## src/rtl/store_buffer.sv

```systemverilog
// Word-granular store buffer between the MEM-stage store-merge logic and the
// data-memory write port. Entries drain in order over valid/ready. A store to
// the same word as the youngest entry is merged into that entry, and loads can
// be forwarded the youngest matching word.
module store_buffer #(
    parameter int unsigned DEPTH = 4,
    parameter int unsigned PTR_W = 2
) (
    input  logic             clk,
    input  logic             reset,
    input  logic             st_valid,
    input  logic [31:0]      st_addr,
    input  logic [31:0]      st_data,
    output logic             st_ready,
    input  logic [31:0]      ld_addr,
    output logic             ld_hit,
    output logic [31:0]      ld_data,
    output logic             mem_valid,
    output logic [31:0]      mem_addr,
    output logic [31:0]      mem_data,
    input  logic             mem_ready,
    output logic             empty,
    output logic [PTR_W:0]   count
);

    localparam logic [PTR_W:0] FullCount = (PTR_W + 1)'(DEPTH);

    logic [DEPTH-1:0] valid_q;
    logic [29:0]      addr_q [DEPTH];
    logic [31:0]      data_q [DEPTH];
    logic [PTR_W-1:0] head_q;
    logic [PTR_W-1:0] tail_q;
    logic [PTR_W:0]   count_q;

    logic             push;
    logic             pop;
    logic             coalesce;
    logic             alloc;
    logic [PTR_W-1:0] young_idx;

    // Byte-offset bits are irrelevant for word-granular storage and lookup.
    logic unused_byte_bits;
    assign unused_byte_bits = ^{st_addr[1:0], ld_addr[1:0]};

    // Handshakes and the merge-vs-allocate decision for the incoming store.
    always_comb begin
        young_idx = tail_q - PTR_W'(1);
        push      = st_valid && (count_q != FullCount);
        pop       = mem_ready && (count_q != '0);
        // The youngest entry cannot absorb the store if it is leaving this cycle.
        coalesce  = push && (count_q != '0) && (addr_q[young_idx] == st_addr[31:2]) &&
                    !((young_idx == head_q) && pop);
        alloc     = push && !coalesce;
    end

    // Status and drain-port outputs, taken from registered state only.
    always_comb begin
        st_ready  = (count_q != FullCount);
        empty     = (count_q == '0);
        mem_valid = (count_q != '0);
        count     = count_q;
        mem_addr  = mem_valid ? {addr_q[head_q], 2'b00} : 32'h0;
        mem_data  = mem_valid ? data_q[head_q] : 32'h0;
    end

    // Forwarding lookup: walk from youngest to oldest, first word match wins.
    always_comb begin
        logic [PTR_W-1:0] idx;
        ld_hit  = 1'b0;
        ld_data = 32'h0;
        idx     = '0;
        for (int i = 0; i < int'(DEPTH); i++) begin
            idx = tail_q - PTR_W'(i + 1);
            if (!ld_hit && valid_q[idx] && (addr_q[idx] == ld_addr[31:2])) begin
                ld_hit  = 1'b1;
                ld_data = data_q[idx];
            end
        end
    end

    // Entry array, pointers and occupancy count.
    always_ff @(posedge clk or posedge reset) begin
        if (reset) begin
            valid_q <= '0;
            head_q  <= '0;
            tail_q  <= '0;
            count_q <= '0;
            for (int i = 0; i < int'(DEPTH); i++) begin
                addr_q[i] <= '0;
                data_q[i] <= '0;
            end
        end else begin
            if (pop) begin
                valid_q[head_q] <= 1'b0;
                head_q          <= head_q + PTR_W'(1);
            end
            if (coalesce) begin
                data_q[young_idx] <= st_data;
            end
            if (alloc) begin
                valid_q[tail_q] <= 1'b1;
                addr_q[tail_q]  <= st_addr[31:2];
                data_q[tail_q]  <= st_data;
                tail_q          <= tail_q + PTR_W'(1);
            end
            if (alloc && !pop) begin
                count_q <= count_q + (PTR_W + 1)'(1);
            end else if (pop && !alloc) begin
                count_q <= count_q - (PTR_W + 1)'(1);
            end
        end
    end

endmodule

```

## config.mk

```make
export PLATFORM = sky130hd
export DESIGN_NAME = store_buffer
export DESIGN_NICKNAME = d
export VERILOG_FILES = /design/src/rtl/store_buffer.sv
export SDC_FILE = /design/constraint.sdc
export NUM_CORES = 1
export LEC_CHECK = 0
export ABC_AREA = 1
export CAP_MARGIN = 10
export CORE_MARGIN = 3
export CORE_UTILIZATION = 24
export CTS_BUF_LIST = sky130_fd_sc_hd__clkbuf_4
export CTS_CLUSTER_SIZE = 25
export DETAILED_ROUTE_END_ITERATION = 7
export PLACE_DENSITY_LB_ADDON = 0.3
export SETUP_SLACK_MARGIN = 0.15
export SYNTH_ARGS = -nofsm -noshare
export SYNTH_HDL_FRONTEND = slang
export SYNTH_SLANG_ARGS = --single-unit
```

## constraint.sdc

```tcl
create_clock -name clk -period 11.4 [get_ports clk]
set_clock_uncertainty 0.15 [all_clocks]
set_input_delay 2.28 -clock clk [delete_from_list [all_inputs] [get_ports clk]]
set_output_delay 2.28 -clock clk [all_outputs]
set_load 0.005 [all_outputs]
```

# Word level (Yosys, flattened, before mapping)

Cells that the tools add are included.

Flip-flop bits (word level): 259
Output and inout port bits: 103
Word-level logic and storage cells: 145

$add $sub $neg: 7
Magnitude comparators: 14
Equal/unequal tests: 7
Mux-type cells: 67
Bitwise logic cells: 8
Reductions and logical operators: 30

Operators by type and width:

| kind                                                        | count |
|---|---|
| two-way mux 32 bit                                          | 18 |
| two-way mux 30 bit                                          | 11 |
| binary-select mux 32 bit (select 2 bit)                     | 5 |
| binary-select mux 30 bit (select 2 bit)                     | 5 |
| bitwise mux 128 bit                                         | 2 |
| two-way mux 128 bit                                         | 2 |
| equality test 30 bit                                        | 5 |
| demux 32 bit (select 2 bit)                                 | 2 |
| bitwise mux 120 bit                                         | 1 |
| demux 30 bit (select 2 bit)                                 | 1 |
| logical AND 1 bit                                           | 20 |
| >= comparator 3 bit (second input constant)                 | 5 |
| less-than comparator 2 x 3 -> 1 bit (second input constant) | 5 |
| inverter 2 -> 3 bit                                         | 5 |
| two-way mux 1 bit                                           | 10 |
| binary-select mux 1 bit (select 2 bit)                      | 4 |
| two-way mux 4 bit                                           | 2 |
| zero test 1 bit                                             | 7 |
| less-than comparator 3 x 1 -> 1 bit (second input constant) | 2 |
| two-way mux 3 bit                                           | 2 |
| adder 2 x 1 -> 2 bit (second input constant)                | 2 |
| AND 4 bit                                                   | 1 |
| demux 1 bit (select 2 bit)                                  | 2 |
| >= comparator 2 x 1 -> 1 bit (second input constant)        | 2 |
| 11 further kinds                                            | 12 |

# Depth between registers and ports, before layout

Gate-level depths: netlist of the first run.

Depth after elaboration: 20
Gate-level depth with buffers: 29
Mapped depth without buffers: 21

# Worst setup path before layout of the first run

Ideal clock, no wire load.

Path kind: input to output
Start point: in ld_addr[31]
End point: out ld_data[0]
Data arrival time: 3.616 ns
Data required time: 8.970 ns
Path slack: 5.354 ns
Stages: 13
Path through: inv_1 nand3_1 nand2_1 nor2_1 nand2_1 nor2_1 nand2_1 nor2_2 buf_1 nand3_1 nand3_1 nand3_1 nand2_1

Word-level cells in the longest chain between the ends: 15

RTL lines:

| item                           | RTL line | source |
|---|---|---|
| start, declared                | 15       | `input logic [31:0] ld_addr,` |
| equality test 30 bit           | 74       | `if (!ld_hit && valid_q[idx] && (addr_q[idx] == ld_addr[31:2])) begin` |
| logical AND 1 bit              | 74       |  |
| two-way mux 1 bit              | 74       |  |
| zero test 1 bit                | 74       |  |
| logical AND 1 bit (2 in a row) | 74       |  |
| two-way mux 1 bit              | 74       |  |
| zero test 1 bit                | 74       |  |
| logical AND 1 bit (2 in a row) | 74       |  |
| two-way mux 1 bit              | 74       |  |
| zero test 1 bit                | 74       |  |
| logical AND 1 bit (2 in a row) | 74       |  |
| two-way mux 32 bit *           | 74       |  |
| end, declared                  | 17       | `output logic [31:0] ld_data,` |

Every way passes the cells marked *; elsewhere a longest branch is shown, timed or not.

# Worst setup path in the final report of the first run

Start point: reg tail_q[0]
End point: out ld_data[29]

Word-level cells in the longest chain between the ends: 20

RTL lines:

| item                                                  | RTL line | source |
|---|---|---|
| start, declared                                       | 32       | `logic [PTR_W-1:0] tail_q;` |
| start signal, assigned                                | 104      | `tail_q <= tail_q + PTR_W'(1);` |
| subtractor 2 x 1 -> 2 bit                             | 73       | `idx = tail_q - PTR_W'(i + 1);` |
| inverter 2 -> 3 bit (not written as such)             | 74, 76   |  |
| binary-select mux 30 bit (select 2 bit)               | 74       |  |
| two-way mux 30 bit (not written as such) (2 in a row) | 74       |  |
| equality test 30 bit                                  | 74       |  |
| logical AND 1 bit                                     | 74       |  |
| two-way mux 1 bit                                     | 74       |  |
| zero test 1 bit                                       | 74       |  |
| logical AND 1 bit (2 in a row)                        | 74       |  |
| two-way mux 1 bit                                     | 74       |  |
| zero test 1 bit                                       | 74       |  |
| logical AND 1 bit (2 in a row)                        | 74       |  |
| two-way mux 1 bit                                     | 74       |  |
| zero test 1 bit                                       | 74       |  |
| logical AND 1 bit (2 in a row)                        | 74       |  |
| two-way mux 32 bit *                                  | 74       |  |

Every way passes the cells marked *; elsewhere a longest branch is shown, timed or not. The select of a mux whose other input is x is not followed.

==> results of run 1 <==
## how the worst max path moves through the flow
stage / start / slack, ps / depth (start not counted) / to
3_3_place_gp: tail_q[0]$_DFFE_PP0N_ / 2330 / 18 / ld_data[30]
5_1_grt: tail_q[0]$_DFFE_PP0N_ / 910 / 18 / ld_data[29]
4_1_cts: tail_q[0]$_DFFE_PP0N_ / 1320 / 18 / ld_data[30]
2_1_floorplan: reset / 1840 / 1 / addr_q[0]$_DFFE_PP0P_
6_report: tail_q[0]$_DFFE_PP0N_ / 1370 / 20 / ld_data[29]
3_5_place_dp: tail_q[0]$_DFFE_PP0N_ / 2260 / 18 / ld_data[30]
## report_power, final
| part | total, mW | switching, mW | internal (mW) |
|---|---|---|---|
| Clock | 0.983 | 0.487 | 0.496 |
| Sequential | 1.89 | 0.532 | 1.36 |
| Combinational | 6.16 | 4.13 | 2.03 |
| Total | 9.03 | 5.15 | 3.88 |
## cell usage after synthesis, types with 2 or more instances
library cell and number:
nand2_1 2138, nand3_1 514, o21ai_0 386, inv_1 348, dfrtp_1 259, clkbuf_1 164
a21oi_1 147, nor2_1 85, buf_2 57, o211ai_1 51, buf_4 30, o21ai_1 25
xor2_1 23, buf_1 17, buf_6 11, ha_1 9, nor3_1 9, xnor2_1 9
nor2_2 5, o22ai_1 5, inv_2 4, nand2_2 4, nand4_1 4, or2_0 4
and2_1 2, nand2_4 2, nor3_2 2, o21a_1 2
## final cells by class
cell class | instances | area [sq um] | share of cell area [%]
timing repair buffer | 236 | 2287 | 8.280
inverter | 353 | 1349 | 4.883
antenna | 4 | 10.01 | 0.03624
clock buffer | 119 | 893.4 | 3.234
multi-input combinational | 3432 | 14870 | 53.83
sequential | 259 | 6496 | 23.52
clock inverter | 19 | 106.4 | 0.3850
tap | 1287 | 1610 | 5.830
## registers in the layout (all words and copies together) (netlist names)
| register | flops |
|---|---|
| head_q | 2 |
| tail_q | 2 |
| data_q | 128 |
| count | 3 |
| valid_q | 4 |
| addr_q | 120 |
## worst min-delay path, delay by kind of cell (launching register included)
kind             cells  cell delay [ps]
AND/OR/NAND/NOR      2              110
flip-flops           1              370
## cell families after synthesis
family                     count (synthesis)  share of synthesized area (%)
AOI/OAI and AO/OA                        616                          13.48
xor gates and xnor gates                  32                          1.172
adders and majority gates                 10                         0.5547
buffers and inverters                    632                          11.05
DFF                                      259                          27.11
muxes                                      1                        0.04709
other                                      1                        0.01568
and+or+nand+nor                         2771                          46.58
## routing by layer
metal / global-route usage (%) / vias to the layer above / routed length [um]
met4: 6.044 / 6 / 3031
met5: 0 / - / 40
met3: 3.971 / 202 / 8312
met2: 33.65 / 1053 / 49440
li1: - / 13782 / -
met1: 26.64 / 12675 / 46720
==> reports/qor.csv, run 1 <==
stage,metric,value,unit
floorplanning,num_io_pins,203,
floorplanning,fp-row-count,115,
run,max_cap_viol_count,0,
logic_synthesis,syn_area,0.02391,sq mm
logic_synthesis,ys.flop_type,dfrtp_1,
worst_hold_path,hold_class,flip-flop to flip-flop,
sta,period_needed,10030,ps
route,routed_wirelength,107500,um
placed_design,place_ws,2258,ps
floorplanning,dieHeight,321.6,um
logic_synthesis,netlist_instances,4322,
layout,fin_util,28.02,%
pwr,p_leak,14.59,nW
floorplanning,start_util,24.26,%
route,vias,27718,
global_route,first_global_vias,25102,
worst_hold_path,worstHoldPathCells,2,
sta,period_share,87.95,%
sta,slew_violations,0,
setup_path,reg2reg_depth,16,
placed_design,placed_cell_area,0.02661,sq mm
floorplanning,die_w,321.6,um
layout,instances_no_fill,5709,
layout,fill_cells,11223,
global_route,grt_max_degree,218,
cts,clkSinkCount,259,
global_route,overflow,0,
layout,syn_to_final_growth,15.53,%
logic_synthesis,synth-seq-area-share,27.11,%
setup_path,max_stage_delay,990,ps
cts,h-tree-depth,3,
logic_synthesis,synth_edf_count,0,
sta,setup-tns-final,0,ps
sta,relSlewSlack,29.90,%
worst_hold_path,min_to,valid_q[0]$_DFF_PP0_,
cts,postCtsHoldBufs,0,
floorplanning,core,0.09856,sq mm
setup_path,required,8970,ps
worst_hold_path,hp-start,valid_q[0]$_DFF_PP0_,
logic_synthesis,synth_area_leaders,"nand2_1 34%, dfrtp_1 27%, nand3_1 11%, o21ai_0 8.1%, inv_1 5.5%",
logic_synthesis,synth_cell_types,34,
setup_path,rrSetupSlack,4550,ps
layout,nets,4478,
pwr,power.density,326.9,mW/mm^2
layout,final_cell_mix,"2138 x nand2_1, 514 x nand3_1, 386 x o21ai_0, 347 x inv_1, 255 x dfrtp_1",
route,first_pass_iters,6,
logic_synthesis,yosysTopAreaCell,nand2_1,
cts,cts_setup_buffers,0,
route,drcViolationCount,0,
sta,tightest_slew,1048,ps
setup_path,path_buf_inv,6,
layout,final_common_cell,nand2_1,
global_route,grt_pass1_wl,159500,um
outcome,status,completed,
setup_path,slowest_stage,dfrtp_4,
logic_synthesis,ys_ff_latch,259,
pwr,irDropWorstVdd,0.3113,mV
setup_path,path_delay_family,buffers and inverters,
cts,cts_resized,0,
placed_design,gp_congestion,0.9600,
route,wire_per_inst,18.84,um
placed_design,portBuffers,196,
setup_path,crit_type,flip-flop to primary output,
logic_synthesis,syn_avg_cell_area,5.532,sq um
route,drtAntennaViolNets,0,
setup_path,cp-end-kind,primary output,
sta,fmax,99.74,MHz
setup_path,cp.arrival,7600,ps
sta,holdWs,366.9,ps
route,via_per_inst,4.855,
cts,clock_latency,890,ps
setup_path,crit_fanout,106,
pwr,total_power,9.030,mW
placed_design,dpl.hpwl,68760,um
sta,fin_ws,1374,ps
logic_synthesis,async_reset_ff_share,100.0,%
setup_path,r2r-start,tail_q[0]$_DFFE_PP0N_,
placed_design,dpl.cell_count,5567,
cts,cts_buffers,86,
cts,clockRootBuffer,clkbuf_4,
setup_path,crit_top_cell,nand2_1,
layout,layout-drive-gt1-share,4.595,%
setup_path,path_cells,inv_6 > ha_2 > buf_4 > nand3_1 > nand2_1 > nand2_1 > nand2_1 > nand3_1 > inv_1 > nand2_1 > nor2_1 > nand2_1 > nor2_4 > buf_4 > nor2_2 > nand3_1 > buf_4 > nand3_1 > nand2_1 > clkdlybuf4s50_1,
cts,cts_buffer_depth,3,
layout,design_area,0.02762,sq mm
route,drt_iter0_markers,2806,
sta,setup_violations,0,
setup_path,r2r-end,data_q[8]$_DFF_PP0_,
logic_synthesis,ys_warn_count,0,
cts,path_clk_slew,60,ps
floorplanning,die_area,0.1034,sq mm
cts,cts_tree,yes,
sta,finalHoldViolCount,0,
sta,rsz0062_at_grt,no,
global_route,antenna_found_initial,8,
global_route,grt_usage,20.28,%
logic_synthesis,synth_top_area_share,33.57,%
setup_path,cp-start-kind,flip-flop,
(Power assumes the default switching activity.)
==> run 2: changes to the inputs <==
--- a/config.mk
+++ b/config.mk
@@ -7,11 +7,14 @@
 export LEC_CHECK = 0
 export ABC_AREA = 1
 export CAP_MARGIN = 10
+export CELL_PAD_IN_SITES_DETAIL_PLACEMENT = 1
+export CELL_PAD_IN_SITES_GLOBAL_PLACEMENT = 2
 export CORE_MARGIN = 3
 export CORE_UTILIZATION = 24
 export CTS_BUF_LIST = sky130_fd_sc_hd__clkbuf_4
 export CTS_CLUSTER_SIZE = 25
 export DETAILED_ROUTE_END_ITERATION = 7
+export HOLD_SLACK_MARGIN = 0.12
 export PLACE_DENSITY_LB_ADDON = 0.3
 export SETUP_SLACK_MARGIN = 0.15
 export SYNTH_ARGS = -nofsm -noshare
==> reports/qor.csv, run 2 (synthesis results as in run 1) <==
stage,metric,value,unit,change
outcome,status,completed,,
pwr,combPwrFrac,68.2,%,about the same
route,drtAntennaViolNets,0,,unchanged
sta,slew_violations,0,,unchanged
route,first_pass_iters,5,,-1
sta,period_needed,9949,ps,-77.11 ps
layout,reg_top3,"data_q: 128 flops, addr_q: 120 flops, valid_q: 4 flops",,
setup_path,crit_fanout,88,,-17%
global_route,grt_pass1_wl,179300,um,+12%
cts,cts_setup_buffers,0,,unchanged
sta,period_share,87.27,%,-0.68 points
global_route,first_global_vias,27664,,+10%
cts,cts_buffer_depth,3,,unchanged
worst_hold_path,hold_class,flip-flop to flip-flop,,
route,wire_per_inst,20.85,um,+11%
placed_design,dpl.hpwl,79650,um,+16%
sta,setup-tns-final,0,ps,unchanged
setup_path,slowest_stage,inv_4,,
floorplanning,num_io_pins,203,,unchanged
setup_path,cp-end-kind,primary output,,
layout,nets,4490,,+0.27%
global_route,grt_max_degree,219,,+0.46%
layout,fin_util,28.20,%,+0.18 points
setup_path,cp-start-kind,flip-flop,,
global_route,overflow,0,,unchanged
setup_path,path_buf_inv,7,,+1
setup_path,crit_type,flip-flop to primary output,,
cts,clkSinkCount,259,,unchanged
global_route,antenna_found_initial,7,,-1
floorplanning,core,0.09856,sq mm,unchanged
floorplanning,die_area,0.1034,sq mm,unchanged
route,drt_iter0_markers,1378,,-51%
route,routed_wirelength,119500,um,+11%
sta,relSlewSlack,31.83,%,+1.9 points
cts,cts_resized,0,,unchanged
layout,syn_to_final_growth,16.27,%,
layout,final_common_cell,nand2_1,,
run,max_cap_viol_count,0,,unchanged
layout,layout-drive-gt1-share,5.115,%,+0.52 points
setup_path,crit_top_cell,nand2_1,,
sta,setup_violations,0,,unchanged
setup_path,cp.arrival,7520,ps,-80 ps
setup_path,rrSetupSlack,4250,ps,-300 ps
setup_path,cp.depth,21,,+5.0%
route,vias,27775,,+0.21%
global_route,grt_usage,22.85,%,+2.6 points
floorplanning,fp-row-count,115,,unchanged
setup_path,max_stage_delay,780,ps,-210 ps
cts,postCtsHoldBufs,0,,unchanged
layout,final_cell_mix,"2138 x nand2_1, 510 x nand3_1, 386 x o21ai_0, 347 x inv_1, 255 x dfrtp_1",,
cts,h-tree-depth,3,,unchanged
cts,clock_latency,970,ps,+80 ps
floorplanning,die_w,321.6,um,unchanged
setup_path,reg2reg_depth,19,,+3
pwr,p_sw,5.362,mW,+4.0%
pwr,p_int,3.948,mW,+1.8%
pwr,total_power,9.310,mW,+3.1%
route,via_per_inst,4.847,,-0.16%
cts,cts_buffers,92,,+7.0%
pwr,switching_share,57.59,%,+0.52 points
route,drcViolationCount,0,,unchanged
worst_hold_path,worstHoldPathCells,2,,unchanged
sta,fmax,100.5,MHz,+0.77%
setup_path,required,8970,ps,about the same
floorplanning,start_util,24.26,%,unchanged
cts,clockRootBuffer,clkbuf_4,,
sta,tightest_slew,1023,ps,-25.58 ps
setup_path,path_cells,inv_4 > ha_2 > inv_6 > buf_4 > nand3_1 > nand2_1 > nand2_1 > nand2_1 > nand3_1 > inv_1 > nand2_1 > nor2_1 > nand2_1 > nor2_4 > nor2_2 > buf_4 > nand3_1 > buf_4 > nand3_1 > nand2_1 > clkdlybuf4s50_1,,
setup_path,path_delay_family,buffers and inverters,,
sta,finalHoldViolCount,0,,unchanged
cts,path_clk_slew,60,ps,about the same
pwr,pwr-share-seq,20.2,%,-0.7 points
placed_design,gp_congestion,0.9050,,-5.7%
pwr,p_leak,14.69,nW,+0.65%
pwr,p_clk_share,11.6,%,+0.7 points
pwr,irDropWorstVdd,0.3053,mV,-1.9%
cts,cts_tree,yes,,
floorplanning,dieHeight,321.6,um,unchanged
pwr,power.density,334.9,mW/mm^2,+2.4%
layout,largest_reg_flops,128,,unchanged
placed_design,portBuffers,196,,unchanged
layout,top_register,data_q,,
sta,rsz0062_at_grt,no,,
-- run 2: metrics by stage --
stage	setup slack, ps	hold slack [ps]	cells	instance area, sq um
2_1_floorplan	1843	319.8	4323	23910
3_3_place_gp	2426	343.9	5573	26670
3_5_place_dp	2425	357.2	5573	26670
4_1_cts	1293	371.6	5725	27790
5_1_grt	968.3	400.6	5730	27800
6_report	1451	369.8	5730	27800
-- run 2: layer usage --
metal / GRT usage, % / wire [um] / vias to the layer above
met1: 28.81 / 53310 / 13355
met5: 0 / 30 / -
met3: 3.223 / 4075 / 149
li1: - / - / 13797
met2: 40.63 / 59230 / 470
met4: 6.156 / 2852 / 4
-- run 2: worst register-to-register path, delay by kind of cell, from the launching register on --
kind,cells,cell delay [ps]
XOR/XNOR,1,390
adder cells (fa/ha/maj),1,500
buffers and inverters,6,3160
flip-flops,1,770
AND/OR/NAND/NOR,11,2060
-- run 2: final cells by class --
| class | count | area (sq um) |
|---|---|---|
| diodes | 5 | 12.51 |
| clock buffers | 135 | 1013 |
| clock inverters | 17 | 103.9 |
| fillers | 13005 | 70760 |
| inverters | 353 | 1349 |
| multi-input cells | 3432 | 14890 |
| flip-flops and latches | 259 | 6496 |
| well taps | 1287 | 1610 |
| repair buffers | 242 | 2320 |
-- run 2: power groups by stage --
stage	clock [mW]	sequential [mW]	combinational, mW
after floorplan	0	1.62	4.26
after global placement	0	1.88	6.33
after detailed placement	0	1.89	6.43
after CTS	1.13	1.88	6.46
after global routing	1.18	1.96	7.21
final	1.08	1.88	6.35
-- run 2: final timing paths --
kind / startpoint / end
setup / recovery: tail_q[1]$_DFFE_PP0N_ / ld_data[9]
hold / removal: addr_q[91]$_DFFE_PP0P_ / addr_q[91]$_DFFE_PP0P_
setup reg to reg: tail_q[1]$_DFFE_PP0N_ / addr_q[95]$_DFFE_PP0P_
hold reg to reg: addr_q[91]$_DFFE_PP0P_ / addr_q[91]$_DFFE_PP0P_
max in group asynchronous: reset / head_q[0]$_DFFE_PP0P_
min in group asynchronous: reset / tail_q[0]$_DFFE_PP0N_
==> run 3: changes to the inputs <==
--- a/config.mk
+++ b/config.mk
@@ -15,7 +15,7 @@
 export CTS_CLUSTER_SIZE = 25
 export DETAILED_ROUTE_END_ITERATION = 7
 export HOLD_SLACK_MARGIN = 0.12
-export PLACE_DENSITY_LB_ADDON = 0.3
+export PLACE_DENSITY_LB_ADDON = 0.1
 export SETUP_SLACK_MARGIN = 0.15
 export SYNTH_ARGS = -nofsm -noshare
 export SYNTH_HDL_FRONTEND = slang
==> reports/qor.csv, run 3 (synthesis results as in run 1) <==
stage,metric,value,unit,change
layout,layout-drive-gt1-share,5.392,%,+0.28 points
global_route,grt_pass1_wl,186800,um,+4.2%
placed_design,portBuffers,196,,unchanged
sta,setup_violations,0,,unchanged
outcome,status,completed,,
sta,relSlewSlack,33.08,%,+1.2 points
global_route,top_usage_layer,met2,,
sta,period_share,86.36,%,-0.91 points
global_route,grt_max_degree,147,,-33%
layout,largest_reg_flops,128,,unchanged
cts,cts_setup_buffers,0,,unchanged
run,max_cap_viol_count,0,,unchanged
cts,h-tree-depth,3,,unchanged
sta,rsz0062_at_grt,no,,
setup_path,crit_top_cell,nand2_1,,
sta,period_needed,9845,ps,-103.8 ps
cts,path_clk_slew,70,ps,about the same
setup_path,path_cells,buf_4 > buf_4 > nand2_1 > nand3_1 > nand2_1 > nand2_1 > nand2_1 > nor2_1 > nand2_1 > nor2_1 > nand2_1 > nor2_4 > nor2_4 > buf_4 > nand3_2 > buf_4 > nand3_1 > nand2_1 > clkdlybuf4s50_1,,
route,first_pass_iters,5,,unchanged
placed_design,gp_congestion,0.8435,,-6.8%
pwr,p_leak,14.78,nW,+0.62%
setup_path,cp-end-kind,primary output,,
route,drt_iter0_markers,1346,,-2.3%
sta,slew_violations,0,,unchanged
pwr,power.density,340.2,mW/mm^2,+1.6%
layout,multi_input_area,0.01491,sq mm,+0.10%
sta,finalHoldViolCount,0,,unchanged
pwr,irDropWorstVdd,0.3748,mV,+23%
layout,top_register,data_q,,
placed_design,place_ws,2300,ps,-124.9 ps
global_route,globalRouteMet2Util,43.80,%,+3.2 points
cts,postCtsHoldBufs,0,,unchanged
sta,fin_ws,1555,ps,+103.8 ps
setup_path,slowest_stage,buf_4,,
route,wire_per_inst,22.08,um,+5.9%
global_route,met3_usage,3.098,%,-0.13 points
setup_path,required,8970,ps,about the same
global_route,antenna_found_initial,3,,-4
placed_design,dpl.hpwl,83650,um,+5.0%
cts,clkSinkCount,259,,unchanged
floorplanning,start_util,24.26,%,unchanged
worst_hold_path,hold_class,flip-flop to flip-flop,,
global_route,met1_usage,29.99,%,+1.2 points
layout,final_common_cell,nand2_1,,
global_route,grt_usage,24.25,%,+1.4 points
floorplanning,dieHeight,321.6,um,unchanged
floorplanning,die_w,321.6,um,unchanged
layout,final_cell_mix,"2138 x nand2_1, 508 x nand3_1, 386 x o21ai_0, 347 x inv_1, 255 x dfrtp_1",,
setup_path,cp-start-kind,flip-flop,,
route,via_per_inst,4.831,,-0.33%
route,drtAntennaViolNets,0,,unchanged
floorplanning,core,0.09856,sq mm,unchanged
floorplanning,fp-row-count,115,,unchanged
layout,fill_cells,12969,,-0.28%
floorplanning,die_area,0.1034,sq mm,unchanged
sta,tightest_slew,1004,ps,-18.73 ps
setup_path,max_stage_delay,850,ps,+70 ps
cts,cts_resized,0,,unchanged
route,routed_wirelength,126800,um,+6.1%
cts,clock_latency,960,ps,about the same
setup_path,path_buf_inv,5,,-2
layout,nets,4495,,+0.11%
layout,ff_latch_area,0.006496,sq mm,unchanged
route,vias,27755,,-0.072%
floorplanning,num_io_pins,203,,unchanged
sta,holdWs,372.6,ps,+2.805 ps
cts,clockRootBuffer,clkbuf_4,,
route,drcViolationCount,0,,unchanged
setup_path,cp.arrival,7420,ps,-100 ps
cts,cts_tree,yes,,
layout,reg_top3,"data_q: 128 flops, addr_q: 120 flops, valid_q: 4 flops",,
cts,cts_buffers,92,,unchanged
sta,fmax,101.6,MHz,+1.1%
setup_path,crit_type,flip-flop to primary output,,
layout,syn_to_final_growth,17.02,%,
global_route,overflow,0,,unchanged
setup_path,crit_fanout,96,,+9.1%
setup_path,path_delay_family,buffers and inverters,,
global_route,first_global_vias,28241,,+2.1%
sta,setup-tns-final,0,ps,unchanged
cts,cts_buffer_depth,3,,unchanged
==> run 3: cell count changes in the layout (fill, tap and decap cells not counted), sizes merged <==
cell      delta
clkbuf       +5
buf          +5
inv          +1
bufinv       +3
clkinvlp     -1
diode        +2
==> run 3: path summary, 6_finish.rpt <==
path | startpoint | endpoint | slack [ps] | depth (start not counted)
worst max-delay path | tail_q[0]$_DFFE_PP0N_ | ld_data[11] | 1550 | 19
worst min-delay path | valid_q[0]$_DFF_PP0_ | valid_q[0]$_DFF_PP0_ | 370 | 2
worst max register to register | tail_q[0]$_DFFE_PP0N_ | addr_q[93]$_DFFE_PP0P_ | 4510 | 20
worst min register to register | valid_q[0]$_DFF_PP0_ | valid_q[0]$_DFF_PP0_ | 370 | 2
max in group asynchronous | reset | head_q[1]$_DFFE_PP0P_ | 7440 | 4
min in group asynchronous | reset | addr_q[8]$_DFFE_PP0P_ | 1650 | 2
==> run 3: routing by layer <==
layer	wire length [um]	part of all wire [%]	vias up
met1	55660	44	13300
met4	3737	2.9	0
met5	0	0	-
met2	63230	50	464
met3	4202	3.3	172
li1	-	-	13819
==> run 3: final cells by class <==
class / count / area share (%)
sequential: 259 / 23.22
tap: 1287 / 5.755
clock buffer: 140 / 3.756
timing repair buffer: 247 / 8.425
antenna: 7 / 0.06261
multi-input combinational: 3432 / 53.29
clock inverter: 20 / 0.6618
inverter: 353 / 4.834
==> run 3: where the power goes <==
| group | leakage, nW | switching [mW] | internal, mW | total, mW |
|---|---|---|---|---|
| combinational | 10.8 | 4.48 | 2.04 | 6.52 |
| clock | 0.734 | 0.548 | 0.642 | 1.19 |
| sequential | 3.22 | 0.454 | 1.36 | 1.81 |
==> run 3: stage by stage <==
step	area [sq um]	instances	power [mW]	utilization (%)
6_report	27980	5745	9.518	28.39
5_1_grt	27970	5743	10.58	28.38
4_1_cts	27960	5738	9.709	28.37
3_5_place_dp	26730	5578	8.461	27.12
3_3_place_gp	26730	5578	8.398	27.12
2_1_floorplan	23910	4323	5.881	-
==> run 3: worst register-to-register path: stages (launching register included) <==
cell     delay, ps
dfrtp_4        750
buf_4          850
buf_4          900
nand2_1        240
nand3_1        160
nand2_1        180
nand2_1        190
nand2_1         80
nor2_1         210
nand2_1         80
inv_1           60
nand2_1         50
nor2_2         420
nand2_2        200
nand2_4        210
inv_4          200
buf_4          390
nand2_4        570
buf_4          680
nand2_1        150
nand2_1         80
